`config.mk`:
```
export PLATFORM = sky130hd
export DESIGN_NAME = arb_stream_mux
export DESIGN_NICKNAME = d
export VERILOG_FILES = /design/src/rtl/arb_mux_pkg.sv /design/src/rtl/rr_arbiter.sv /design/src/rtl/arb_stream_mux.sv
export SDC_FILE = /design/constraint.sdc
export NUM_CORES = 1
export LEC_CHECK = 0
export ABC_AREA = 1
export CORE_ASPECT_RATIO = 0.75
export CORE_MARGIN = 8
export CORE_UTILIZATION = 38
export CTS_CLUSTER_SIZE = 25
export DETAILED_ROUTE_END_ITERATION = 10
export HOLD_SLACK_MARGIN = 0.05
export PLACE_DENSITY_LB_ADDON = 0.12
export SYNTH_ARGS = -nofsm -noshare
export SYNTH_HDL_FRONTEND = slang
export SYNTH_SLANG_ARGS = --single-unit
```
`constraint.sdc`:
```
create_clock -name clk -period 1.8 [get_ports clk]
set_input_delay 0.36 -clock clk [delete_from_list [all_inputs] [get_ports clk]]
set_output_delay 0.36 -clock clk [all_outputs]
set_load 0.01 [all_outputs]
```
`src/rtl/arb_mux_pkg.sv`:
```
// ---------------------------------------------------------------------------
// arb_mux_pkg
// Shared constants and helpers for the arbitrated stream multiplexer.
//   MODE_FIXED / MODE_RR : arbitration mode selectors for the Mode parameter
//   clog2()              : ceiling log2, used to size and check index widths
// ---------------------------------------------------------------------------
package arb_mux_pkg;

    localparam int MODE_FIXED = 0;
    localparam int MODE_RR    = 1;

    // Ceiling log2 of a positive integer; clog2(4) = 2, clog2(5) = 3.
    function automatic int clog2(input int value);
        int result;
        result = 0;
        for (int v = value - 1; v > 0; v = v >> 1) begin
            result = result + 1;
        end
        return result;
    endfunction

endpackage

```
`src/rtl/rr_arbiter.sv`:
```
// ---------------------------------------------------------------------------
// rr_arbiter
// One-hot arbiter over NumInputs requesters, fixed priority or round-robin.
// Ports:
//   clk, reset    : clock and synchronous active-high reset
//   Req           : per-channel request vector
//   Advance       : a grant was accepted this cycle; moves the RR pointer
//   Grant         : one-hot grant (zero when no request)
//   GrantIdx      : binary index of the granted channel
// ---------------------------------------------------------------------------
module rr_arbiter
    import arb_mux_pkg::*;
#(
    parameter int NumInputs = 4,
    parameter int Mode      = MODE_FIXED,
    localparam int IdxWidth = (clog2(NumInputs) < 1) ? 1 : clog2(NumInputs)
) (
    input  logic                 clk,
    input  logic                 reset,
    input  logic [NumInputs-1:0] Req,
    input  logic                 Advance,
    output logic [NumInputs-1:0] Grant,
    output logic [IdxWidth-1:0]  GrantIdx
);

    logic [IdxWidth-1:0]  last_q;
    logic [IdxWidth-1:0]  last_d;
    logic [NumInputs-1:0] grant_vec;
    logic [IdxWidth-1:0]  grant_idx;
    logic [IdxWidth-1:0]  idx_sel;
    int                   start;
    int                   idx;

    // Walk the channels once, beginning at the search start and wrapping
    // modulo NumInputs; the first requester found wins. Fixed priority is
    // just a search that always starts at channel 0.
    always_comb begin
        grant_vec = '0;
        grant_idx = '0;
        idx       = 0;
        idx_sel   = '0;
        start     = (Mode == MODE_RR) ? int'(last_q) + 1 : 0;
        for (int k = 0; k < NumInputs; k++) begin
            idx     = (start + k) % NumInputs;
            idx_sel = IdxWidth'(idx);
            if ((grant_vec == '0) && Req[idx_sel]) begin
                grant_vec[idx_sel] = 1'b1;
                grant_idx          = idx_sel;
            end
        end
    end

    // The pointer only moves when the grant is actually taken, so a stalled
    // grant is offered again to the same channel next cycle.
    always_comb begin
        last_d = last_q;
        if (Advance) begin
            last_d = grant_idx;
        end
    end

    // Reset to the highest index so the first search begins at channel 0.
    always_ff @(posedge clk) begin
        if (reset) begin
            last_q <= IdxWidth'(NumInputs - 1);
        end else begin
            last_q <= last_d;
        end
    end

    assign Grant    = grant_vec;
    assign GrantIdx = grant_idx;

endmodule

```
`src/rtl/arb_stream_mux.sv`:
```
// ---------------------------------------------------------------------------
// arb_stream_mux
// N-input valid/ready stream multiplexer with built-in arbitration and a
// one-entry output register that also reports the source channel.
// Ports:
//   clk, reset : clock and synchronous active-high reset
//   InValid    : per-channel request
//   InData     : flattened words, channel i at [i*inputWidth +: inputWidth]
//   InReady    : per-channel accept, one-hot or zero
//   OutValid   : output register holds a word
//   OutData    : registered word
//   OutSel     : channel that supplied OutData
//   OutReady   : consumer takes OutData this cycle
// ---------------------------------------------------------------------------
module arb_stream_mux
    import arb_mux_pkg::*;
#(
    parameter int inputWidth = 32,
    parameter int NumInputs  = 4,
    parameter int SelWidth   = 2,
    parameter int Mode       = MODE_FIXED
) (
    input  logic                            clk,
    input  logic                            reset,
    input  logic [NumInputs-1:0]            InValid,
    input  logic [NumInputs*inputWidth-1:0] InData,
    output logic [NumInputs-1:0]            InReady,
    output logic                            OutValid,
    output logic [inputWidth-1:0]           OutData,
    output logic [SelWidth-1:0]             OutSel,
    input  logic                            OutReady
);

    generate
        if (SelWidth != clog2(NumInputs)) begin : g_bad_sel_width
            $error("arb_stream_mux: SelWidth must equal ceil(log2(NumInputs))");
        end
    endgenerate

    logic [NumInputs-1:0]  grant;
    logic [SelWidth-1:0]   grant_idx;
    logic                  load;
    logic                  transfer;
    logic [NumInputs-1:0]  in_ready;
    logic [inputWidth-1:0] sel_word;

    logic                  out_valid_q, out_valid_d;
    logic [inputWidth-1:0] out_data_q,  out_data_d;
    logic [SelWidth-1:0]   out_sel_q,   out_sel_d;

    rr_arbiter #(
        .NumInputs (NumInputs),
        .Mode      (Mode)
    ) u_arbiter (
        .clk      (clk),
        .reset    (reset),
        .Req      (InValid),
        .Advance  (transfer),
        .Grant    (grant),
        .GrantIdx (grant_idx)
    );

    // The register can take a word when it is empty or being drained this
    // cycle. OutReady reaches InReady combinationally on purpose: that is
    // what sustains one word per cycle. Reset blocks every accept.
    always_comb begin
        load     = ~out_valid_q | OutReady;
        in_ready = grant & {NumInputs{load & ~reset}};
        transfer = |(InValid & in_ready);
    end

    // Slice the granted channel's word out of the flattened bus.
    always_comb begin
        sel_word = '0;
        for (int i = 0; i < NumInputs; i++) begin
            if (grant[i]) begin
                sel_word = InData[i*inputWidth +: inputWidth];
            end
        end
    end

    // A transfer always replaces the held word; a drain without a new word
    // only clears valid, leaving data and index as a record of the last word.
    always_comb begin
        out_valid_d = out_valid_q;
        out_data_d  = out_data_q;
        out_sel_d   = out_sel_q;
        if (transfer) begin
            out_valid_d = 1'b1;
            out_data_d  = sel_word;
            out_sel_d   = grant_idx;
        end else if (OutReady) begin
            out_valid_d = 1'b0;
        end
    end

    always_ff @(posedge clk) begin
        if (reset) begin
            out_valid_q <= 1'b0;
            out_data_q  <= '0;
            out_sel_q   <= '0;
        end else begin
            out_valid_q <= out_valid_d;
            out_data_q  <= out_data_d;
            out_sel_q   <= out_sel_d;
        end
    end

    assign InReady  = in_ready;
    assign OutValid = out_valid_q;
    assign OutData  = out_data_q;
    assign OutSel   = out_sel_q;

endmodule

```
==> impl_results.md, run 1 <==
* Post-Synth Simple-Gate Area at 0.5600
* Yosys warning total at 0
* Combinational family with the most area after synthesis: simple AND/OR/NAND/NOR gates
* Post-synth top area share at 0.2899
* Num Clock Sinks at 35
* Clk slew on worst S/H paths at ~0.080 ns
* Maximum clock path buffer count at 2
* Worst setup EP type: primary output
* Min-Delay Path Class: in -> reg
* Die width at 108.1 µm
* Slew @ Worst Pin at about 0.26 ns
* DPL Wire Length at 8377 µm
* Hold WS at 0.4206 ns
* Mapped Cells at around 430
* Crit path top cell by count: nor2_1
* Avg Vias per Cell at 4.750
* Tmin final at 1.736 ns
* Antenna violations before repair at 1
* Final wirelength at 10250 µm
* Final Hold Fails at 0
* Top area cells in the synthesized netlist: dfxtp_1 29%, nand2_1 22%, nor2_1 12%, nand3_1 8.9%, inv_1 6.7%
* Seq cells post-synth at 35
* CTS Buf Count at 5
* Fillers at 526
* Final ANT Viol Nets at 0
* GRT Overall Usage at 0.2134
* Initial Utilization at 0.3883
* Core box area at ~6200 µm²
* Hold Buf Count CTS at 0
* CP max stage cell: clkdlybuf4s50_1
* Final Max Tran Viols at 0
* Sequential fraction of the synthesis area at 0.2899
* Largest net degree at the start of global routing at 23
* Mapped cell area at ~2400 µm²
* Critical path fanouts, max at 4
* Synth Area in XOR/XNOR at 0
* Vias in the first global route at around 3200
* Syn Nets at 563
* Fin area at 4454 µm²
* Area Overhead vs Synth at 84.26%
* Clk_skew at 0.008439 ns
* # DRC at 0
* Slack of the worst reg-to-reg path at 0.45 ns
* Drt wl/cell at 14.84 µm
* Drt pass-1 iters at 5
* Top FF cell, synth: dfxtp_1
* Asr flop ratio synth at 0
* Skew-Pair Late Insertion Delay at approximately 0.29 ns
* Crit path DAT at 1.38 ns
* Crit path largest cell delay at 0.51 ns
* GPL Wtd Cong at 0.9002
* Post-Synth Adder-Cell Area at 0
* Most frequent cells after synthesis: 143 x nand2_1, 76 x nor2_1, 43 x inv_1, 43 x nand3_1, 35 x dfxtp_1
* Tot Pwr at 0.002436 W
* Syn Area/Cell at 5.648 µm²
* Worst slew margin at 0.8259
* Multiplexer share of the synthesized area at 0
* Cell variety after synth at 16
* Power density over the cells at between 500 and 600 nW/µm²
* Dpl cell area at about 4400 µm²
* Required @ worst endpoint at 1.44 ns
* CTS tree: built
* Total grt overflow at 0
* Height of the die at 85.07 µm
* Top-count cell post-synth: nand2_1
* Finished Layout Cells at 691
* H-tree depth at 2
* Total number of vias at 3282
* Fmax at about 580 MHz
* Detailed Route Iter0 Violations at 210
* Rows at 25
* First-pass GRT wire length at 15970 µm
* IR drop worst, VDD at 0.0002594 V
* Cell accounting for the most synthesized area: dfxtp_1
* Area of the die at 9196 µm²
* Port Buffer Count at 173
* Worst-path cell chain: clkdlybuf4s50_1 > nor2_1 > inv_1 > nor2_1 > buf_2
* Share of layout cells above drive strength 1 at 0.07718
* Final setup vio count at 0
* Synth Area in Compound Gates at 0.02899
* Max Cap Viol at 0
* Nets at around 740
* Period Utilization, post-route at 0.9646
* EDFF count, synth at 0
* Root Driver: clkbuf_8
* Crit start category: input port
* Num ports at 174
* Outcome: completed
* Crit Path Category: in -> out
* Static Leak at 2.125 nW
* Post-Place Cells at between 600 and 700
## where the power goes
part           switching, W  internal, W
clock network      0.000314     0.000277
logic              0.000386     0.000556
registers         0.0000438     0.000859
total              0.000744      0.00169
## state kept, by name, summed over array words and instances (netlist names)
name      count
OutData      32
OutSel        2
OutValid      1
## layout make-up
cell class | instances | area (µm²) | area share
Tap cell | 81 | 101.3 | 0.02275
Clock buffer | 5 | 68.82 | 0.01545
Clock inverter | 3 | 23.77 | 0.005337
Inverter | 44 | 165.2 | 0.03708
Timing Repair Buffer | 201 | 1964 | 0.4410
Antenna cell | 1 | 2.502 | 0.0005618
Multi-Input combinational cell | 321 | 1428 | 0.3205
Sequential cell | 35 | 700.7 | 0.1573
## cells by family after synthesis
family	count (synthesis)
DFF	35
AOI/OAI and AO/OA	14
and+or+nand+nor	307
buffers and inverters	72
## cell usage in the layout (no fill, tap or decap)
| cell | Yosys | routed |
|---|---|---|
| nand2_2 | 1 | 1 |
| buf_4 | 1 | 24 |
| a21oi_1 | 13 | 12 |
| inv_2 | 1 | 3 |
| buf_6 | 0 | 1 |
| nor2_1 | 76 | 76 |
| nand4_1 | 21 | 21 |
| nand2_1 | 143 | 143 |
| dlymetal6s2s_1 | 0 | 1 |
| nand3_1 | 43 | 43 |
| nand3_2 | 1 | 1 |
| diode_2 | 0 | 1 |
| clkinvlp_4 | 0 | 2 |
| nand3b_1 | 21 | 21 |
| dlygate4sd2_1 | 0 | 1 |
| clkbuf_8 | 0 | 5 |
| dfxtp_1 | 35 | 35 |
| nor2_4 | 1 | 1 |
| buf_12 | 0 | 3 |
| clkdlybuf4s50_1 | 0 | 167 |
| o21ai_0 | 1 | 1 |
| buf_2 | 15 | 4 |
| inv_1 | 43 | 41 |
| inv_6 | 0 | 1 |
| a21oi_2 | 0 | 1 |
## path summary, 6_finish.rpt
check	to	cells past startpoint	from
min reg2reg	OutData[22]	2	OutData[22]
max reg2reg	OutData[21]	8	OutValid
max	InReady[1]	5	InValid[0]
min	OutValid	4	OutReady
## critical path: cells and delay by family
kind / cells / cell delay, ns
and+or+nand+nor: 2 / 0.29
buffers and inverters: 3 / 0.73
## timing repair
action | in CTS | in global routing
setup endpoints to repair | 4 | 29
cloned | 0 | 0
buffers inserted | 1 | 0
pin swaps | 1 | 1
hold endpoints to repair | 0 | 0
resized for setup | 19 | 3
## metal layers
metal  routed length, µm  part of all wire  global-route usage
met5                   0                 0                   0
met3                1094              0.11             0.08024
met1                4187              0.41              0.2424
met4                 100            0.0098             0.05151
met2                4869              0.47              0.3656
## metrics by stage
step	setup TNS (ns)	worst slack [ns]	utilization
2_1_floorplan	0	0.3063	-
3_3_place_gp	-8.146	-0.4618	0.7009
3_5_place_dp	-9.338	-0.4653	0.7009
4_1_cts	0	0.01019	0.7142
5_1_grt	-0.02758	-0.01387	0.7156
6_report	0	0.06377	0.7156
(Power assumes the default switching activity.)
==> run 2, diff against run 1 <==
Settings changed: MAX_ROUTING_LAYER from default to met4.
==> run 2 against run 1 <==
  * Clock skew shrank 0.0012 ns
  * Count of clock-buffer cells in the layout is the same
  * Utilization grew 0.42 points
  * Clock power grew 20%
  * Sequential cell count is the same
==> impl_results.md, run 2 (synthesis results as in run 1) <==
* Outcome: completed
* Avg Vias per Cell at 4.771
* Drt wl/cell at 15.06 µm
* GRT Overall Usage at 0.2245
* Die width at between 100 and 150 µm
* H-tree depth at 2
* CTS Buf Count at 5
* Gate power share at 0.370
* Area Overhead vs Synth at 85.35%
* Slew @ Worst Pin at 0.2498 ns
* Fin area at approximately 4500 µm²
* Skew-Pair Late Insertion Delay at roughly 0.28 ns
* Maximum clock path buffer count at 2
* Drt pass-1 iters at 4
* Worst setup EP type: flip-flop
* Crit Path Category: in -> reg
* Hold WS at roughly 0.47 ns
* Static Leak at 2.153 nW
* Area of the die at 9196 µm²
* Final core utilization at 0.7198
* Power density over the cells at 571.6 nW/µm²
* Unrepaired setup endpoints after global routing: no
* Hold Buf Count CTS at 0
* First-pass GRT wire length at 16280 µm
* Max reg flops at 32
* # DRC at 0
* GPL Wtd Cong at 0.9217
* Num ports at 174
* Root Driver: clkbuf_8
* Tmin final at 1.636 ns
* Max Cap Viol at 0
* Fmax at between 600 and 700 MHz
* Period Utilization, post-route at 0.9089
* Nets at 743
* Clk pwr share at 0.278
* Final setup vio count at 0
* Initial Utilization at 0.3883
* Final wirelength at 10410 µm
* Share of layout cells above drive strength 1 at 0.08046
* Internal at 0.001827 W
* CTS tree: built
* Clk slew on worst S/H paths at 0.08 ns
* Crit path DAT at 1.82 ns
* Total number of vias at 3297
* Num Clock Sinks at 35
* Antenna violations before repair at 1
* Most common cell after layout, fill and taps aside: clkdlybuf4s50_1
* Switching share of power at 0.2865
* Reg power frac at 0.352
* Min-Delay Path Class: reg -> reg
* Critical path fanouts, max at 22
* Largest net degree at the start of global routing at 23
* Total grt overflow at 0
* DPL Wire Length at 8335 µm
* Required @ worst endpoint at 1.98 ns
* Dpl cell area at 4363 µm²
* Detailed Route Iter0 Violations at 197
* Port Buffer Count at 173
* Psw at roughly 0.00073 W
* Rows at 25
* Fillers at 527
* Final ANT Viol Nets at 0
* Slack of the critical path at about 0.16 ns
* Most frequent cells in the layout: 165 x clkdlybuf4s50_1, 143 x nand2_1, 74 x nor2_1, 43 x nand3_1, 41 x inv_1
* Core box area at slightly above 6000 µm²
* Clk_skew at 0.007285 ns
* Crit start category: input port
* Final Max Tran Viols at 0
* Height of the die at 85.07 µm
* DP Worst Slack at -0.5115 ns
* IR drop worst, VDD at 0.0004182 V
* Vias in the first global route at roughly 3400
* Worst slew margin at 0.8334
* Final Hold Fails at 0
-- run 2: what timing repair did --
item,CTS,global route
gates resized for setup,22,4
pin swaps,2,0
endpoints found under the setup margin,4,24
cloned,0,0
setup buffers,1,0
-- run 2: path summary, 6_finish.rpt --
check	from	to	slack, ns	cells past startpoint
worst max register to register	OutValid	OutData[15]	0.46	8
worst min-delay path	OutData[22]	OutData[22]	0.47	2
worst max-delay path	InValid[2]	OutData[21]	0.16	9
worst min register to register	OutData[22]	OutData[22]	0.47	2
-- run 2: cell type report --
class	count	area [µm²]	area share
clock inverter	3	43.79	0.009774
sequential	35	700.7	0.1564
timing repair buffer	201	1966	0.4387
clock buffer	5	68.82	0.01536
multi-input combinational	321	1433	0.3197
antenna	1	2.502	0.0005585
tap	81	101.3	0.02262
inverter	44	165.2	0.03686
-- run 2: routing by layer --
| metal | track usage | wire [µm] |
|---|---|---|
| met5 | - | 0 |
| met4 | 0.03894 | 124 |
| met3 | 0.07570 | 1049 |
| met2 | 0.3756 | 4967 |
| met1 | 0.2559 | 4263 |
-- run 2: stage by stage --
stage	TNS, ns	total power (W)	cells
2_1_floorplan	0	0.001260	428
3_3_place_gp	-8.094	0.001846	681
3_5_place_dp	-10.05	0.001862	681
4_1_cts	0	0.002568	690
5_1_grt	0	0.002703	691
6_report	0	0.002561	691
-- run 2: power groups by stage --
stage	registers, W	logic [W]	clock network (W)
floorplan	0.000957	0.000303	0
global placement	0.000916	0.000931	0
detailed placement	0.000920	0.000942	0
CTS	0.000903	0.000948	0.000718
global route	0.000912	0.00103	0.000761
finish	0.000902	0.000948	0.000712
-- run 2: worst max-delay path, cell delays in order --
cell and delay, ns:
clkdlybuf4s50_1 0.43, inv_1 0.09, buf_4 0.27, nand3_2 0.13, nand2_2 0.14, inv_2 0.09
buf_4 0.18, nand2_1 0.08, nand2_1 0.05
==> run 3, diff against run 2 <==
Settings changed: ABC_AREA 1 to default, CORE_UTILIZATION 38 to 39.
==> run 3 against run 2 <==
  * Critical path depth fell by 5
  * Synthesized cell count down 25%
  * Sequential cell count unchanged
  * Register-to-register slack got worse by 0.19 ns
  * Sequential power grew 2.3%
  * Sequential share of layout area down 0.052 points
  * Area after synthesis grew 7.3%
  * Fmax shrank 6.8%
  * Worst hold slack got worse by 0.018 ns
  * Utilization fell by 1.5 points
==> impl_results.md, run 3 <==
* CTS Buf Count at 5
* GPL Wtd Cong at 0.7771
* Most frequent cells in the layout: 164 x clkdlybuf4s50_1, 35 x dfxtp_1, 34 x inv_1, 34 x a21oi_1, 33 x nand2b_1
* Worst setup EP type: primary output
* Num ports at 174
* Synth Area in Compound Gates at 0.3915
* Syn Nets at 455
* Post-Synth Adder-Cell Area at 0
* Area of the die at about 9500 µm²
* Min-Delay Path Class: reg -> reg
* Initial Utilization at 0.4067
* Multiplexer share of the synthesized area at 0
* Max reg flops at 32
* Power density over the cells at 565.5 nW/µm²
* IR drop worst, VDD at 0.0003913 V
* Mapped cell area at roughly 2600 µm²
* Vias in the first global route at 3109
* Num Clock Sinks at 35
* Top-count cell post-synth: dfxtp_1
* Final setup vio count at 0
* Crit path DAT at between 1 and 1.5 ns
* CP max stage cell: clkdlybuf4s50_1
* Max Cap Viol at 0
* Fin area at 4496 µm²
* Die width at 110.2 µm
* Final core utilization at 0.7045
* Crit Path Category: in -> out
* Critical path fanouts, max at 5
* Fillers at 577
* Largest net degree at the start of global routing at 71
* First-pass GRT wire length at 15340 µm
* Total number of vias at 3065
* Antenna violations before repair at 0
* Drt pass-1 iters at 4
* Seq cells post-synth at 35
* Avg Vias per Cell at 5.463
* DPL Wire Length at about 7500 µm
* Final ANT Viol Nets at 0
* Total grt overflow at 0
* Asr flop ratio synth at 0
* Maximum clock path buffer count at 2
* Syn Area/Cell at 8.109 µm²
* Period Utilization, post-route at 0.9749
* Worst slew margin at 0.6035
* Final Hold Fails at 0
* Clk_skew at 0.006271 ns
* Final wirelength at slightly above 10000 µm
* Yosys warning total at 0
* Cell accounting for the most synthesized area: dfxtp_1
* Drt wl/cell at 18.06 µm
* GRT Overall Usage at 0.2043
* Top FF cell, synth: dfxtp_1
* Hold Buf Count CTS at 0
* # diodes at 0
* Post-synth top area share at 0.2700
* Core box area at 6381 µm²
* Crit path largest cell delay at 0.50 ns
* Most frequent cells after synthesis: 35 x dfxtp_1, 34 x a21oi_1, 34 x inv_1
* Cell variety after synth at 28
* # DRC at 0
* Tmin final at approximately 1.8 ns
* Outcome: completed
* Port Buffer Count at approximately 170
* Synth Area in XOR/XNOR at 0
* Fmax at between 500 and 600 MHz
* Rows at 25
* Cell count of the worst hold path at 2
* Top area cells in the synthesized netlist: dfxtp_1 27%, a22o_1 11%, a2111oi_0 9.8%, nand3b_1 9.3%, a22oi_1 8.4%
* H-tree depth at 2
* Mapped Cells at 320
* Dpl cell area at 4375 µm²
* Required @ worst endpoint at 1.44 ns
* Share of layout cells above drive strength 1 at 0.08750
* Crit start category: input port
* Sequential fraction of the synthesis area at 0.2700
* Combinational family with the most area after synthesis: compound AO/OA/AOI/OAI gates
* Skew-Pair Late Insertion Delay at 0.28 ns
* Final Max Tran Viols at 0
* Most common cell after layout, fill and taps aside: clkdlybuf4s50_1
* Worst-path cell chain: clkdlybuf4s50_1 > nor2b_4 > nor3b_1 > dlygate4sd2_1
* CTS tree: built
* Post-Synth Simple-Gate Area at 0.2112
* Unrepaired setup endpoints after global routing: no
* Area Overhead vs Synth at 73.24%
* EDFF count, synth at 0
* Cells on worst reg2reg path at 5
* Root Driver: clkbuf_8
* Detailed Route Iter0 Violations at 62
* Clk slew on worst S/H paths at 0.07 ns
* Height of the die at roughly 87 µm
* Slew @ Worst Pin at 0.5948 ns
* Static Leak at 1.830 nW
* Nets at 614
run 3: cell count changes after synthesis, moves of 5 or more:
| cell | change |
|---|---|
| nand2_1 | -142 |
| nor2_1 | -74 |
| nand3_1 | -43 |
| nand2b_1 | +33 |
| a22o_1 | +32 |
| a2111oi_0 | +29 |
| a22oi_1 | +29 |
| a21oi_1 | +21 |
| nand4_1 | -21 |
| nand3b_1 | +11 |
| inv_1 | -9 |
| clkbuf_1 | +7 |
| buf_2 | -5 |
run 3: logic make-up after synthesis:
logic type | after synthesis
AO/OA/AOI/OAI | 133
buffers and inverters | 75
flip-flops | 35
AND/OR/NAND/NOR | 77
run 3: layout make-up:
cell class	instances	area [µm²]	area share
clock buffer	8	100.1	0.02227
inverter	34	127.6	0.02839
multi-input combinational	210	1590	0.3537
sequential	35	700.7	0.1559
tap	81	101.3	0.02254
timing repair buffer	193	1876	0.4172
run 3: final timing paths:
path	start	endpoint	slack, ns
setup / recovery	OutReady	InReady[0]	0.05
hold / removal	OutSel[1]	OutSel[1]	0.45
setup reg to reg	OutValid	OutData[23]	0.27
hold reg to reg	OutSel[1]	OutSel[1]	0.45
run 3: metrics by stage:
stage	worst slack [ns]	TNS (ns)	power, W	cells	hold slack (ns)
floorplan	0.05990	0	0.001343	320	0.4666
global placement	-0.3783	-8.904	0.001905	553	0.4311
detailed placement	-0.4247	-9.519	0.001924	553	0.4379
CTS	0.01052	0	0.002557	561	0.4543
global route	0.01689	0	0.002679	561	0.4869
finish	0.04526	0	0.002542	561	0.4510
run 3: timing repair:
action / in CTS / in global routing
setup endpoints to repair: 4 / 34
pin swaps: 0 / 1
resized for setup: 13 / 13
setup buffers: 0 / 0
run 3: power by group:
| part | total (W) | internal, W | switching (W) |
|---|---|---|---|
| Combinational | 0.000992 | 0.000611 | 0.000380 |
| Sequential | 0.000923 | 0.000872 | 0.0000509 |
| Clock | 0.000628 | 0.000349 | 0.000279 |
run 3: critical path, delay by kind of cell:
kind,cells,cell delay (ns)
and+or+nand+nor,2,0.23
buffers and inverters,2,0.79
run 3: metal layers:
metal  vias up  GRT usage  wire [µm]
met2       106     0.3379       4848
met4         0    0.04343        109
met1      1431     0.2454       4480
met3         9    0.05041        692
li1       1519          -          -
met5         -          -          0
